===== src/rtl/opr_pkg.sv =====
// Shared types for the PDP-8 OPR sequencer: step-state encoding, IR bit indices, strobe bundle.
// Pure declarations; no latency and no backpressure.
package opr_pkg;

  typedef enum logic [3:0] {
    ST_IDLE,
    ST_G1_CLR,
    ST_G1_CMP,
    ST_G1_IAC,
    ST_G1_ROT1,
    ST_G1_ROT2,
    ST_G2_SKIP,
    ST_G2_CLA,
    ST_G2_OSR,
    ST_G3_CLA,
    ST_G3_MQ,
    ST_G3_EAE,
    ST_DONE
  } opr_state_e;

  // IR bit positions, bit 0 = LSB (DEC bit 11); names alias by group.
  localparam int B_IAC = 0;
  localparam int B_BSW = 1;
  localparam int B_HLT = 1;
  localparam int B_RAL = 2;
  localparam int B_OSR = 2;
  localparam int B_RAR = 3;
  localparam int B_TST = 3;
  localparam int B_CML = 4;
  localparam int B_SNL = 4;
  localparam int B_MQL = 4;
  localparam int B_CMA = 5;
  localparam int B_SZA = 5;
  localparam int B_SCA = 5;
  localparam int B_CLL = 6;
  localparam int B_SMA = 6;
  localparam int B_MQA = 6;
  localparam int B_CLA = 7;
  localparam int B_GRP = 8;

  typedef struct packed {
    logic busy;
    logic done;
    logic clr_ac;
    logic clr_l;
    logic cm_ac;
    logic cm_l;
    logic inc_ac;
    logic rot_l;
    logic rot_r;
    logic bsw;
    logic osr_or;
    logic hlt;
    logic skip;
    logic mq_to_ac;
    logic ac_to_mq;
    logic eae_req;
    logic eae_err;
  } opr_strb_t;

  function automatic logic is_opr(input logic [2:0] opcode);
    return opcode == 3'b111;
  endfunction

endpackage


===== src/rtl/opr_skip_eval.sv =====
// Group-2 skip condition: OR of selected AC/L tests, inverted by the sense bit.
// Purely combinational, zero latency; no backpressure.
module opr_skip_eval (
  input  logic i_sma,
  input  logic i_sza,
  input  logic i_snl,
  input  logic i_rev,
  input  logic i_ac_neg,
  input  logic i_ac_zero,
  input  logic i_link,
  output logic o_skip
);

  logic w_cond;

  assign w_cond = (i_sma & i_ac_neg) | (i_sza & i_ac_zero) | (i_snl & i_link);
  assign o_skip = i_rev ? ~w_cond : w_cond;

endmodule


===== src/rtl/opr_sequencer.sv =====
// Sequences one PDP-8 OPR instruction into registered one-cycle datapath strobes.
// G1 done in 6 cycles, G2 in 4, G3 in 3 (+EAE wait); START ignored while busy.
module opr_sequencer
  import opr_pkg::*;
#(
  parameter bit EAE_EN      = 1'b1,
  parameter int EAE_TIMEOUT = 0
) (
  input  logic        CLK,
  input  logic        RESET,
  input  logic        START,
  input  logic [11:0] IR,
  input  logic        AC_ZERO,
  input  logic        AC_NEG,
  input  logic        LINK,
  input  logic        EAE_ACK,
  output logic        BUSY,
  output logic        DONE,
  output logic        CLR_AC,
  output logic        CLR_L,
  output logic        CM_AC,
  output logic        CM_L,
  output logic        INC_AC,
  output logic        ROT_L,
  output logic        ROT_R,
  output logic        BSW,
  output logic        OSR_OR,
  output logic        HLT,
  output logic        SKIP,
  output logic        MQ_TO_AC,
  output logic        AC_TO_MQ,
  output logic        EAE_REQ,
  output logic        EAE_ERR
);

  localparam int CW = (EAE_TIMEOUT > 0) ? $clog2(EAE_TIMEOUT + 1) : 1;
  localparam logic [CW-1:0] LAST_CNT = CW'((EAE_TIMEOUT > 0) ? EAE_TIMEOUT - 1 : 0);

  opr_state_e r_state;
  opr_state_e w_nxt;
  logic [7:0] r_ir;
  logic [7:0] w_ir;
  logic [CW-1:0] r_cnt;
  opr_strb_t r_strb;
  opr_strb_t w_strb;
  logic w_accept;
  logic w_eae_need;
  logic w_expire;
  logic w_skip;
  logic w_rot_l;
  logic w_rot_r;

  assign w_accept   = (r_state == ST_IDLE) && START && is_opr(IR[11:9]);
  // Strobes for the first step are computed from the live IR on the accepting edge.
  assign w_ir       = w_accept ? IR[7:0] : r_ir;
  assign w_eae_need = EAE_EN && ((r_ir[3:1] != 3'b000) || r_ir[B_SCA]);
  assign w_expire   = (EAE_TIMEOUT != 0) && (r_cnt == LAST_CNT);
  assign w_rot_l    = w_ir[B_RAL] & ~w_ir[B_RAR];
  assign w_rot_r    = w_ir[B_RAR] & ~w_ir[B_RAL];

  // Flags are captured on the edge entering the skip step so SKIP can be a registered strobe.
  opr_skip_eval u_skip (
    .i_sma     (w_ir[B_SMA]),
    .i_sza     (w_ir[B_SZA]),
    .i_snl     (w_ir[B_SNL]),
    .i_rev     (w_ir[B_TST]),
    .i_ac_neg  (AC_NEG),
    .i_ac_zero (AC_ZERO),
    .i_link    (LINK),
    .o_skip    (w_skip)
  );

  always_comb begin
    w_nxt = r_state;
    case (r_state)
      ST_IDLE: begin
        if (w_accept) begin
          if (!IR[B_GRP])      w_nxt = ST_G1_CLR;
          else if (!IR[B_IAC]) w_nxt = ST_G2_SKIP;
          else                 w_nxt = ST_G3_CLA;
        end
      end
      ST_G1_CLR:  w_nxt = ST_G1_CMP;
      ST_G1_CMP:  w_nxt = ST_G1_IAC;
      ST_G1_IAC:  w_nxt = ST_G1_ROT1;
      ST_G1_ROT1: w_nxt = ST_G1_ROT2;
      ST_G1_ROT2: w_nxt = ST_DONE;
      ST_G2_SKIP: w_nxt = ST_G2_CLA;
      ST_G2_CLA:  w_nxt = ST_G2_OSR;
      ST_G2_OSR:  w_nxt = ST_DONE;
      ST_G3_CLA:  w_nxt = ST_G3_MQ;
      ST_G3_MQ:   w_nxt = w_eae_need ? ST_G3_EAE : ST_DONE;
      ST_G3_EAE: begin
        if (EAE_ACK || w_expire) w_nxt = ST_DONE;
      end
      ST_DONE:    w_nxt = ST_IDLE;
      default:    w_nxt = ST_IDLE;
    endcase
  end

  always_comb begin
    w_strb      = '0;
    w_strb.busy = (w_nxt != ST_IDLE);
    w_strb.done = (w_nxt == ST_DONE);
    case (w_nxt)
      ST_G1_CLR: begin
        w_strb.clr_ac = w_ir[B_CLA];
        w_strb.clr_l  = w_ir[B_CLL];
      end
      ST_G1_CMP: begin
        w_strb.cm_ac = w_ir[B_CMA];
        w_strb.cm_l  = w_ir[B_CML];
      end
      ST_G1_IAC:  w_strb.inc_ac = w_ir[B_IAC];
      ST_G1_ROT1: begin
        w_strb.rot_l = w_rot_l;
        w_strb.rot_r = w_rot_r;
        w_strb.bsw   = w_ir[B_BSW] & ~w_ir[B_RAL] & ~w_ir[B_RAR];
      end
      // Second rotate step turns RAL/RAR into RTL/RTR.
      ST_G1_ROT2: begin
        w_strb.rot_l = w_rot_l & w_ir[B_BSW];
        w_strb.rot_r = w_rot_r & w_ir[B_BSW];
      end
      ST_G2_SKIP: w_strb.skip = w_skip;
      ST_G2_CLA:  w_strb.clr_ac = w_ir[B_CLA];
      ST_G2_OSR: begin
        w_strb.osr_or = w_ir[B_OSR];
        w_strb.hlt    = w_ir[B_HLT];
      end
      ST_G3_CLA:  w_strb.clr_ac = w_ir[B_CLA];
      ST_G3_MQ: begin
        w_strb.mq_to_ac = w_ir[B_MQA];
        w_strb.ac_to_mq = w_ir[B_MQL];
      end
      ST_G3_EAE:  w_strb.eae_req = 1'b1;
      ST_DONE:    w_strb.eae_err = (r_state == ST_G3_EAE) && !EAE_ACK && w_expire;
      default: ;
    endcase
  end

  always_ff @(posedge CLK) begin
    if (RESET) begin
      r_state <= ST_IDLE;
      r_ir    <= '0;
      r_strb  <= '0;
    end else begin
      r_state <= w_nxt;
      r_ir    <= w_ir;
      r_strb  <= w_strb;
    end
  end

  // Counts cycles already spent waiting in the EAE step.
  always_ff @(posedge CLK) begin
    if (RESET || (r_state != ST_G3_EAE)) begin
      r_cnt <= '0;
    end else begin
      r_cnt <= r_cnt + CW'(1);
    end
  end

  assign BUSY     = r_strb.busy;
  assign DONE     = r_strb.done;
  assign CLR_AC   = r_strb.clr_ac;
  assign CLR_L    = r_strb.clr_l;
  assign CM_AC    = r_strb.cm_ac;
  assign CM_L     = r_strb.cm_l;
  assign INC_AC   = r_strb.inc_ac;
  assign ROT_L    = r_strb.rot_l;
  assign ROT_R    = r_strb.rot_r;
  assign BSW      = r_strb.bsw;
  assign OSR_OR   = r_strb.osr_or;
  assign HLT      = r_strb.hlt;
  assign SKIP     = r_strb.skip;
  assign MQ_TO_AC = r_strb.mq_to_ac;
  assign AC_TO_MQ = r_strb.ac_to_mq;
  assign EAE_REQ  = r_strb.eae_req;
  assign EAE_ERR  = r_strb.eae_err;

endmodule

===== config.mk =====
export PLATFORM = sky130hd
export DESIGN_NAME = opr_sequencer
export DESIGN_NICKNAME = d
export VERILOG_FILES = /design/src/rtl/opr_pkg.sv /design/src/rtl/opr_skip_eval.sv /design/src/rtl/opr_sequencer.sv
export SDC_FILE = /design/constraint.sdc
export NUM_CORES = 1
export LEC_CHECK = 0
export CAP_MARGIN = 20
export CORE_MARGIN = 1
export CORE_UTILIZATION = 46
export CTS_CLUSTER_SIZE = 20
export DETAILED_ROUTE_END_ITERATION = 7
export GPL_TIMING_DRIVEN = 0
export PLACE_DENSITY = 0.78
export SLEW_MARGIN = 10
export SYNTH_ARGS = -nofsm -noshare
export SYNTH_HDL_FRONTEND = slang
export SYNTH_HIERARCHICAL = 1
export SYNTH_SLANG_ARGS = --single-unit

===== constraint.sdc =====
create_clock -name CLK -period 2.63 [get_ports CLK]
set_input_delay 0.263 -clock CLK [delete_from_list [all_inputs] [get_ports CLK]]
set_output_delay 0.263 -clock CLK [all_outputs]
set_load 0.05 [all_outputs]

==> results.sh, run 1 <==
export IMPL_status="finished, final reports clean"
export IMPL_syn_to_final_growth_pct=36.35
export IMPL_clkLatencyLatePin_ns=0.32
export IMPL_cts_tree="yes"
export IMPL_synth_net_count=146
export IMPL_fp_dieArea_um2=2944
export IMPL_maxCapViolCount=0
export IMPL_drive_above_1_share=0.1856
export IMPL_postSynthCellCount=127
export IMPL_gp_congestion=0.8406
export IMPL_dpl_cell_count=190
export IMPL_holdWs_ns=0.3428
export IMPL_wl_per_cell_um=15.73
export IMPL_synth_avg_cell_area_um2=9.891
export IMPL_mostFrequentLayoutCells="clkdlybuf4s50_1, dfxtp_1, nor2_1"
export IMPL_overflow=0
export IMPL_slew_limit_headroom=0.4824
export IMPL_critPathArrivalTime_ns=2.70
export IMPL_grt_pass1_vias=1046
export IMPL_place_hpwl_mm=2.321
export IMPL_grt_start_max_net_pins=16
export IMPL_yosys_register_bits=28
export IMPL_setup_worst_path_start_class="flip-flop"
export IMPL_grt_pass1_wl_mm=4.719
export IMPL_routed_via_density=5.548
export IMPL_min_period_ns=2.444
export IMPL_first_pass_iters=6
export IMPL_numCtsBuffers=3
export IMPL_routed_wl_mm=3.099
export IMPL_synth_cell_types=42
export IMPL_r2r_cells=9
export IMPL_fillCellCount=212
export IMPL_path_cells="or4b_4 > nor2_2 > buf_6 > mux2i_4 > inv_1 > a222oi_1 > xnor2_1 > nand2_1 > nor3b_1"
export IMPL_worst_slew_pin_slew_ns=0.7700
export IMPL_first_iter_violations=26
export IMPL_synth_area_top_cells="dfxtp_1, mux2i_1, nor2_1"
export IMPL_yosys_warnings=6
export IMPL_placed_cell_area_um2=1624
export IMPL_clock_sinks=28
export IMPL_core_area_um2=2522
export IMPL_h_tree_depth=1
export IMPL_drc=0
export IMPL_antenna_found_initial=0
export IMPL_rows=18
export IMPL_slowest_delay_ns=0.57
export IMPL_die_h_um=54.26
export IMPL_finalCritPeriodShare=0.9292
export IMPL_fin_cells=197
export IMPL_critical_path_class="reg -> reg"
export IMPL_p_leak_nw=0.6566
export IMPL_rsz0062_at_grt="no"
export IMPL_slew_violations=0
export IMPL_synth_area_um2=1256
export IMPL_num_vias=1093
export IMPL_required_ns=2.88
export IMPL_die_x_um=54.26
export IMPL_crit_slowest_cell="or4b_4"
export IMPL_critical_path_top_delay_family="simple AND/OR/NAND/NOR gates"
export IMPL_hold_depth=2
export IMPL_finalInstanceArea_um2=1713
export IMPL_clk_path_buf_depth=2
export IMPL_nNetsFinal=187
export IMPL_hold_violations=0
export IMPL_ant_nets=0
export IMPL_n_antenna_cell=0
export IMPL_clkTransAtPathRegs_ns=0.14
export IMPL_hold_buffers=0
export IMPL_path_max_fanout=7
export IMPL_synth_top_area_frac=0.4462
export IMPL_path_depth=9
export IMPL_skew_ns=0.004475
export IMPL_cp_num_buf_inv=2
export IMPL_power_total_uw=854.9
export IMPL_hold_class="in -> reg"
export IMPL_yosys_area_top_type="dfxtp_1"
export IMPL_setup_viol=0
export IMPL_r2r_setup_slack_ns=0.19
export IMPL_start_util=0.4980
export IMPL_fmax_ghz=0.4092
export IMPL_layout_commonest_cell="clkdlybuf4s50_1"
export IMPL_port_buffers=33
export IMPL_groute_usage_overall=0.2337
export IMPL_clock_root_buffer="clkbuf_4"
export IMPL_p_per_area_nw_per_um2=499.1
export IMPL_crit_path_end_kind="flip-flop"
export IMPL_io_pins=36
export IMPL_yosysSeqAreaShare=0.4462
export IMPL_ir_worst_vdd_uv=362.9
-- cells by family (layout without fill, tap and decap cells) --
family | Yosys count | after routing | synth area share
AND/OR/NAND/NOR | 64 | 64 | 0.3556
AO/OA/AOI/OAI | 14 | 14 | 0.07769
multiplexers | 8 | 8 | 0.06474
XOR/XNOR | 1 | 1 | 0.006973
flip-flops | 28 | 28 | 0.4462
buffers and inverters | 11 | 51 | 0.04582
other | 1 | 1 | 0.002985
-- worst register-to-register path, cell delays in order (launching register included) --
cell      delay [ns]
dfxtp_2         0.38
or4b_4          0.57
nor2_2          0.17
buf_6           0.17
mux2i_4         0.25
inv_1           0.06
a222oi_1        0.35
xnor2_1         0.16
nand2_1         0.08
nor3b_1         0.19
-- layer usage --
metal | routed length (um) | vias to the layer above | part of all wire | global-route usage
li1 | - | 528 | - | -
met1 | 1332 | 509 | 0.43 | 0.2715
met2 | 1517 | 50 | 0.49 | 0.4004
met3 | 189 | 6 | 0.061 | 0.04167
met4 | 60 | 0 | 0.019 | 0.1325
met5 | 0 | - | 0 | 0
-- per-stage QoR --
step	setup TNS, ns	worst slack (ns)	utilization
floorplan	0	0.3677	-
global placement	-0.1773	-0.1773	0.6438
detailed placement	-0.2116	-0.2116	0.6438
CTS	0	0.03577	0.6582
global route	0	0.04020	0.6791
finish	0	0.1861	0.6791
-- area by class of cell --
cell class                      instances  area [um2]  area share
Tap cell                               30       37.54     0.02191
Sequential cell                        28       561.8      0.3280
Inverter                                3       11.26    0.006574
Buffer                                  8       46.29     0.02703
Multi-Input combinational cell         88       654.4      0.3820
Clock buffer                            4       36.28     0.02118
Timing Repair Buffer                   36       365.4      0.2133
-- state kept, by name, summed over array words and instances, names as in the netlist --
| signal | flops |
|---|---|
| HLT | 1 |
| AC_TO_MQ | 1 |
| ROT_L | 1 |
| EAE_REQ | 1 |
| r_state | 4 |
| CM_L | 1 |
| r_ir | 8 |
| BUSY | 1 |
| MQ_TO_AC | 1 |
| OSR_OR | 1 |
| CM_AC | 1 |
| ROT_R | 1 |
| CLR_AC | 1 |
| DONE | 1 |
| INC_AC | 1 |
| BSW | 1 |
| CLR_L | 1 |
| SKIP | 1 |
-- what timing repair did --
| item | 4_1_cts | 5_1_grt |
|---|---|---|
| endpoints found under the setup margin | 0 | 1 |
| setup buffers | 0 | 3 |
| gates resized for setup | 0 | 4 |
-- Yosys cell counts --
cell type and instances:
inv_1 3, clkbuf_1 2, mux2i_1 7, nand3_1 1, o21ba_2 1, nor3_2 2, a31oi_1 2, buf_2 4
a21o_1 1, nand3b_1 2, conb_1 1, nor2_1 17, nor3_1 3, dfxtp_1 28, nor4b_2 3, mux2_2 1
o21ai_0 3, a211o_1 2, nand2_1 4, nor2_2 1, nand4b_1 2, a222oi_1 1, nor4_2 2, and2_1 2
or3b_1 1, nand2b_4 1, a21oi_1 2, nor4b_1 3, or2_2 1, nor4bb_1 1, and2b_1 1, nand2_2 1
nand2b_1 5, buf_6 1, nor4_1 3, nor3b_1 1, or4b_4 1, nor4bb_4 1, o211ai_1 2, buf_4 1
nor2b_1 5, xnor2_1 1
-- where the power goes --
group,switching [mW],leakage [nW],internal [mW]
sequential,0.00881,0.227,0.437
clock,0.117,0.0210,0.0847
combinational,0.115,0.409,0.0916
-- worst paths after layout --
check	start	endpoint
max	r_state[1]	SKIP
min reg2reg	r_ir[0]	r_ir[0]
max reg2reg	r_state[1]	SKIP
min	RESET	r_state[2]
No activity file was read; power rests on OpenSTA's default activity.
==> run 2, diff against run 1 <==
==> constraint.sdc (replaced) <==
create_clock -name CLK -period 2.6 [get_ports CLK]
set_input_delay 0.26 -clock CLK [delete_from_list [all_inputs] [get_ports CLK]]
set_output_delay 0.26 -clock CLK [all_outputs]
set_load 0.05 [all_outputs]
==> results of run 2 <==
Same layout as run 1 (identical final DEF). Status: finished, final reports clean.
Main changes from that run: setup slack after placement -0.2116 ns -> -0.2386 ns; setup slack after layout 0.1861 ns -> 0.1561 ns; hold slack 0.3428 ns -> 0.3398 ns; register-to-register setup slack 0.19 ns -> 0.16 ns; total power 0.8549 mW -> 0.8648 mW; worst IR drop on VDD 362.9 uV -> 367.1 uV
